### src/rtl/gpio_irq_pkg.sv
// Shared definitions for the GPIO interrupt detector: mode encoding and
// the per-channel event decode used by the top level.
package gpio_irq_pkg;

    localparam int MODE_W = 3;

    typedef logic [MODE_W-1:0] mode_t;

    localparam mode_t MODE_OFF    = 3'b000;
    localparam mode_t MODE_RISE   = 3'b001;
    localparam mode_t MODE_FALL   = 3'b010;
    localparam mode_t MODE_BOTH   = 3'b011;
    localparam mode_t MODE_LVL_HI = 3'b100;
    localparam mode_t MODE_LVL_LO = 3'b101;

    // Edge modes look at the value about to be loaded into filtered (the
    // input bit on an update); level modes look at the registered value.
    function automatic logic event_set(
        input mode_t m,
        input logic  update,
        input logic  new_val,
        input logic  level
    );
        logic s;
        s = 1'b0;
        case (m)
            MODE_RISE:   s = update & new_val;
            MODE_FALL:   s = update & ~new_val;
            MODE_BOTH:   s = update;
            MODE_LVL_HI: s = level;
            MODE_LVL_LO: s = ~level;
            default:     s = 1'b0;
        endcase
        return s;
    endfunction

endpackage

### src/rtl/gpio_glitch_filter.sv
// Single-channel glitch filter: the input must differ from the filtered
// state for filter_len+1 consecutive samples before filtered follows it.
module gpio_glitch_filter #(
    parameter int FILTER_BITS = 4
) (
    input  logic                   clk,
    input  logic                   reset,
    input  logic                   warm,
    input  logic                   in,
    input  logic [FILTER_BITS-1:0] filter_len,
    output logic                   filtered,
    output logic                   update
);

    logic [FILTER_BITS-1:0] count;

    // >= rather than == so a shortened filter_len mid-count still resolves.
    assign update = !warm && (in != filtered) && (count >= filter_len);

    always_ff @(posedge clk or posedge reset) begin
        if (reset) begin
            count    <= '0;
            filtered <= 1'b0;
        end else if (warm) begin
            count    <= '0;
            filtered <= in;
        end else if (in == filtered) begin
            count    <= '0;
        end else if (update) begin
            count    <= '0;
            filtered <= in;
        end else begin
            count    <= count + FILTER_BITS'(1);
        end
    end

endmodule

### src/rtl/gpio_irq_detector.sv
// Per-channel GPIO interrupt detector: warm-up gate, glitch filters, mode
// decode, sticky write-1-to-clear pending flags and a masked irq line.
module gpio_irq_detector
    import gpio_irq_pkg::*;
#(
    parameter int WIDTH       = 16,
    parameter int FILTER_BITS = 4,
    parameter int WARMUP      = 4
) (
    input  logic                    clk,
    input  logic                    reset,
    input  logic [WIDTH-1:0]        in,
    input  logic [MODE_W*WIDTH-1:0] mode,
    input  logic [FILTER_BITS-1:0]  filter_len,
    input  logic [WIDTH-1:0]        mask,
    input  logic [WIDTH-1:0]        clear,
    output logic [WIDTH-1:0]        filtered,
    output logic [WIDTH-1:0]        pending,
    output logic                    irq
);

    localparam logic [7:0] WARMUP_C = 8'(WARMUP);

    logic [7:0]       warm_cnt;
    logic             warm;
    logic [WIDTH-1:0] update;
    logic [WIDTH-1:0] set;

    assign warm = (warm_cnt < WARMUP_C);

    // Saturates at WARMUP; only reset restarts the warm-up window.
    always_ff @(posedge clk or posedge reset) begin
        if (reset) begin
            warm_cnt <= '0;
        end else if (warm) begin
            warm_cnt <= warm_cnt + 8'd1;
        end
    end

    for (genvar i = 0; i < WIDTH; i++) begin : g_ch
        gpio_glitch_filter #(
            .FILTER_BITS(FILTER_BITS)
        ) u_filter (
            .clk        (clk),
            .reset      (reset),
            .warm       (warm),
            .in         (in[i]),
            .filter_len (filter_len),
            .filtered   (filtered[i]),
            .update     (update[i])
        );

        assign set[i] = !warm &&
                        event_set(mode_t'(mode[MODE_W*i +: MODE_W]),
                                  update[i], in[i], filtered[i]);
    end

    // Set wins over a simultaneous clear.
    always_ff @(posedge clk or posedge reset) begin
        if (reset) begin
            pending <= '0;
        end else begin
            pending <= (pending & ~clear) | set;
        end
    end

    assign irq = |(pending & mask);

endmodule

### config.mk
export PLATFORM = sky130hd
export DESIGN_NAME = gpio_irq_detector
export DESIGN_NICKNAME = d
export VERILOG_FILES = /design/src/rtl/gpio_irq_pkg.sv /design/src/rtl/gpio_glitch_filter.sv /design/src/rtl/gpio_irq_detector.sv
export SDC_FILE = /design/constraint.sdc
export NUM_CORES = 1
export LEC_CHECK = 0
export ABC_CLOCK_PERIOD_IN_PS = 2500
export BUFFER_PORTS_ARGS = -buffer_cell sky130_fd_sc_hd__buf_2
export CORE_MARGIN = 2
export CORE_UTILIZATION = 55
export DETAILED_ROUTE_END_ITERATION = 16
export GPL_TIMING_DRIVEN = 0
export PLACE_DENSITY = 0.79
export SYNTH_ARGS = -nofsm -noshare
export SYNTH_HDL_FRONTEND = slang
export SYNTH_HIERARCHICAL = 1
export SYNTH_SLANG_ARGS = --single-unit
### constraint.sdc
create_clock -name clk -period 2.5 [get_ports clk]
set_input_delay 0.5 -clock clk [delete_from_list [all_inputs] [get_ports clk]]
set_output_delay 0.5 -clock clk [all_outputs]
set_load 0.005 [all_outputs]
# Word-level counts from Yosys, hierarchy flattened
# Cells that the tools add are included.
op_classes:
  reduce_logical: 82
  mux: 112
  n_lt_le_gt_ge: 17
  add_sub_neg: 17
  n_bitwise: 68
  n_eq_ne: 128
op_table:
  columns: ["cell", "count"]
  rows:
  - ["4-bit two-way mux", 48]
  - ["3-bit by 2-bit equality test with 1-bit output (second input constant)", 32]
  - ["3-bit equality test (second input constant)", 32]
  - ["1-bit case mux with 5 select lines", 16]
  - ["4-bit by 1-bit adder with 4-bit output (second input constant)", 16]
  - ["4-bit >= comparator", 16]
  - ["3-bit by 1-bit equality test with 1-bit output (second input constant)", 16]
  - ["1-bit logical AND", 48]
  - ["1-bit two-way mux", 48]
  - ["1-bit bitwise AND", 32]
  - ["16-bit bitwise AND", 2]
  - ["2-bit != test (second input constant)", 16]
  - ["1-bit inverter", 32]
  - ["2-bit AND reduction", 16]
  - ["2-bit nonzero test", 16]
  - ["1-bit equality test", 16]
  - ["1-bit != test", 16]
  - ["16-bit inverter", 1]
  - ["16-bit bitwise OR", 1]
  - ["16-bit OR reduction", 1]
  - ["8-bit by 1-bit adder with 8-bit output (second input constant)", 1]
  - ["8-bit by 3-bit less-than comparator with 1-bit output (second input constant)", 1]
  - ["1-bit zero test", 1]
totals:
  in_bits: 102
  reg_bits: 104
  wordCells: 458

# Longest topological paths before layout
depth:
  ltp_word: 8
  depth_mapped: 9
  depth_no_buf: 7

# By module
# The synthesis kept the hierarchy.
modules_own_cells:
  columns: ["module", "area_each_um2", "cells_each", "instances"]
  rows:
  - ["gpio_glitch_filter", 351.6, 33, 16]
  - ["gpio_irq_detector", 1635.3, 159, 1]

# Worst setup path before layout
# No wires, ideal clock.
synth_timing:
  path_type: "register to register"
  from: "reg warm_cnt[4]"
  to: "reg pending[10]"
  arrival_ps: 1869
  setup_slack_ps: 504
  setup_ps: 128
  period_less_slack_ps: 1996
  path_stages_with_launch: 10
  required_time_ps: 2372
  path_cell_list: "dfrtp_1 > or4_4 > nor3_4 > buf_6 > buf_12 > inv_1 > nand2_1 > nor2b_1 > a32oi_1 > o22ai_2"
synth_via:
  elab_chain_cells: 8
synth_rtl:
  columns: ["item", "line", "text"]
  rows:
  - ["start, declared", "gpio_irq_detector.sv:24", "logic [7:0] warm_cnt;"]
  - ["start signal, assigned", "gpio_irq_detector.sv:36", "warm_cnt <= warm_cnt + 8'd1;"]
  - ["8-bit by 3-bit less-than comparator with 1-bit output (*)", "gpio_irq_detector.sv:29", "assign warm = (warm_cnt < WARMUP_C);"]
  - ["named net warm", "gpio_irq_detector.sv:25", "logic warm;"]
  - ["1-bit zero test (*)", "gpio_glitch_filter.sv:18", "assign update = !warm && (in != filtered) && (count >= filter_len);"]
  - ["1-bit logical AND (*) (2 in a row)", "gpio_glitch_filter.sv:18", null]
  - ["named net update[10]", "gpio_irq_detector.sv:26", "logic [WIDTH-1:0] update;"]
  - ["1-bit bitwise AND (on tied branches)", "gpio_irq_pkg.sv:28, gpio_irq_pkg.sv:27", null]
  - ["1-bit case mux with 5 select lines (*)", "gpio_irq_pkg.sv:26", "case (m)"]
  - ["1-bit logical AND (*)", "gpio_irq_detector.sv:53", "assign set[i] = !warm &&"]
  - ["16-bit bitwise OR (*)", "gpio_irq_detector.sv:63", "pending <= (pending & ~clear) | set;"]
  - ["end signal, assigned", "gpio_irq_detector.sv:63", null]
  - ["end, declared", "gpio_irq_detector.sv:18", "output logic [WIDTH-1:0] pending,"]
# The timed path passes the listed nets; every way through them passes the cells marked *.
# A chain may end at the register's enable or synchronous reset.

# Worst setup path in the final report
layout_timing:
  from: "reg pending[12]"
  to: "out irq"
layout_via:
  elab_chain_cells: 2
layout_rtl:
  columns: ["item", "line", "text"]
  rows:
  - ["16-bit bitwise AND", "gpio_irq_detector.sv:67", "assign irq = |(pending & mask);"]
  - ["16-bit OR reduction", "gpio_irq_detector.sv:67", null]
  - ["end, declared", "gpio_irq_detector.sv:19", "output logic irq"]
# Every way passes these cells.

==> results.cfg <==
[sta]
slew_headroom_pct = 25.4
rsz0062_at_grt = no
fmax_mhz = 411
period_share_pct = 97.4
tightest_slew_ps = 1120
finalMaxSlewViolations = 0
finalHoldViolations = 0
period_minus_slack_ps = 2430
hold_ws_ps = 272
clock_skew_ps = 5.88
fin_tns_setup_ps = 0
setup_viol = 0

[job]
maxCapViolCount = 0

[detailed_routing]
wl_per_cell_um = 16.1
dr.pass1.iters = 4
vias = 5434
drt_iter0_markers = 221
drc_errors = 0
routed_wl_um = 16300
viasPerCell = 5.39
antenna_left = 0

[finish]
fin_nets = 1015
final_common_cell = inv_1
area_growth_syn_to_layout_pct = 16.6
final_layout_size_suffix_gt1_share_pct = 33.4
mostFrequentLayoutCells = inv_1, buf_2, dfrtp_1, ha_1, nor3_1
utilization_pct = 66.3

[logic_synthesis]
ys_ff_latch = 104
synth-edff-count = 0
synthArstFlopShare_pct = 100
seq_area_frac_synth_pct = 35.8
ys_warn_count = 6
postSynthAreaPerCell_um2 = 10.6
synthesis.area_um2 = 7260
syn_nets = 870
synth_cells = 687
synthFlopType = dfrtp_1
ys_types = 27

[clock_network]
clk_latency_ps = 350
postCtsHoldBufs = 0
cts_resized = 0
postCtsSetupRepairBufs = 0
clockBufferDepth = 2
cts_made_buffers = 9
clk_pin_slew_ps = 70
cts_tree = yes
ctsRootBufferMaster = clkbuf_16
cts_htree_levels = 3
cts_sinks = 104

[global_route]
grt_max_degree = 26
track_usage_pct = 24.0
grt_pass1_vias = 5893
grt_pass1_wl_um = 27200
overflow = 0
antenna_found_initial = 1

[pwr]
p_per_area_nw_per_um2 = 828
power.total_mw = 7.01
p_leak_nw = 4.42
peakVddDrop_uv = 396

[worst_setup_path]
cp-start-kind = register
path_max_fanout = 3
crit_arrival_ps = 1930
worstSetupEndpointType = output port
reg2reg_setup_slack_ps = 130
crit_type = reg -> out
worstPathRequired_ps = 2000

[place]
port_buffers = 134
gp_congestion = 0.809
place_hpwl_um = 12400

[floorplan]
die_w_um = 119
rows = 41
die_h_um = 119
core_um2 = 12800
initial_core_util_pct = 56.8
die-area_um2 = 14100
pin_count = 135

[hold_path]
hp-class = in -> async

[run_status]
status = finished, final reports clean
[synth_stat cells, types with 7 or more instances]
master	count	area share (%)
inv_1	145	7.5
dfrtp_1	104	36
ha_1	81	14
nor3_1	64	4.4
xor2_1	49	5.9
nor2b_1	32	2.8
o211ai_2	32	5.5
mux2_2	17	2.6
a21oi_2	16	1.9
a32oi_1	16	1.9
mux2_4	16	3.3
nand2_1	16	0.83
nand3_1	16	1.1
nor3b_4	16	4.1
o21ai_2	16	1.9
xnor2_1	16	1.9
o22ai_2	9	1.6
o22ai_1	7	0.60
[where the power goes]
group          switching, mW  total [mW]  internal (mW)
sequential             0.521        2.68           2.16
combinational           1.52        3.01           1.49
clock                  0.590        1.31          0.721
total                   2.63        7.01           4.37
[sequential cells by signal (all words and copies together) (netlist names)]
register	count
warm_cnt	8
pending	16
g_ch.u_filter/filtered	16
g_ch.u_filter/count	64
[cell type report]
type	count	area [um2]
fillers	970	4310
multi-input cells	431	4100
flip-flops and latches	104	2600
repair buffers	134	671
inverters	145	544
clock buffers	12	256
well taps	172	215
plain buffers	7	57.6
clock inverters	3	17.5
diodes	1	2.50
[kinds of logic (layout without fill, tap and decap cells)]
kind of cell | count (synthesis) | count (layout) | share of synthesized area [%]
AO/OA/AOI/OAI | 105 | 105 | 14.5
XOR/XNOR | 65 | 65 | 7.84
adder cells (fa/ha/maj) | 81 | 81 | 14.0
buffers and inverters | 152 | 301 | 8.19
flip-flops | 104 | 104 | 35.8
multiplexers | 33 | 33 | 5.95
other | 0 | 1 | 0
AND/OR/NAND/NOR | 147 | 147 | 13.7
[metal layers]
metal / up-vias / part of all wire, % / track usage, %
met3: 32 / 2.8 / 2.83
met1: 2651 / 41 / 28.2
met2: 96 / 53 / 43.5
li1: 2655 / - / -
met5: - / 0 / 0
met4: 0 / 3.4 / 11.0
[through the flow]
step,cell area [um2],setup slack (ps),instances
final,8460,65.6,1009
after global routing,8460,16.9,1009
after CTS,8420,31.0,1008
after detailed placement,8150,40.0,993
after global placement,8150,71.7,993
after floorplan,7260,504,687
[final timing paths]
kind                       cells after the start         from                    endpoint
max                                            4  pending[12]                         irq
min                                            2        reset  g_ch[12].u_filter/count[1]
max reg2reg                                    9  warm_cnt[4]                  pending[8]
min reg2reg                                    1  warm_cnt[5]                 warm_cnt[5]
max in group asynchronous                      2        reset                  pending[7]
min in group clk                               2     clear[0]                  pending[0]
[critical path, stage by stage (launching register included)]
cell and delay, ps:
dfrtp_1 430, a22o_1 220, a221oi_1 610, nand4_1 160, buf_2 170
No activity file was read; power rests on OpenSTA's default activity.
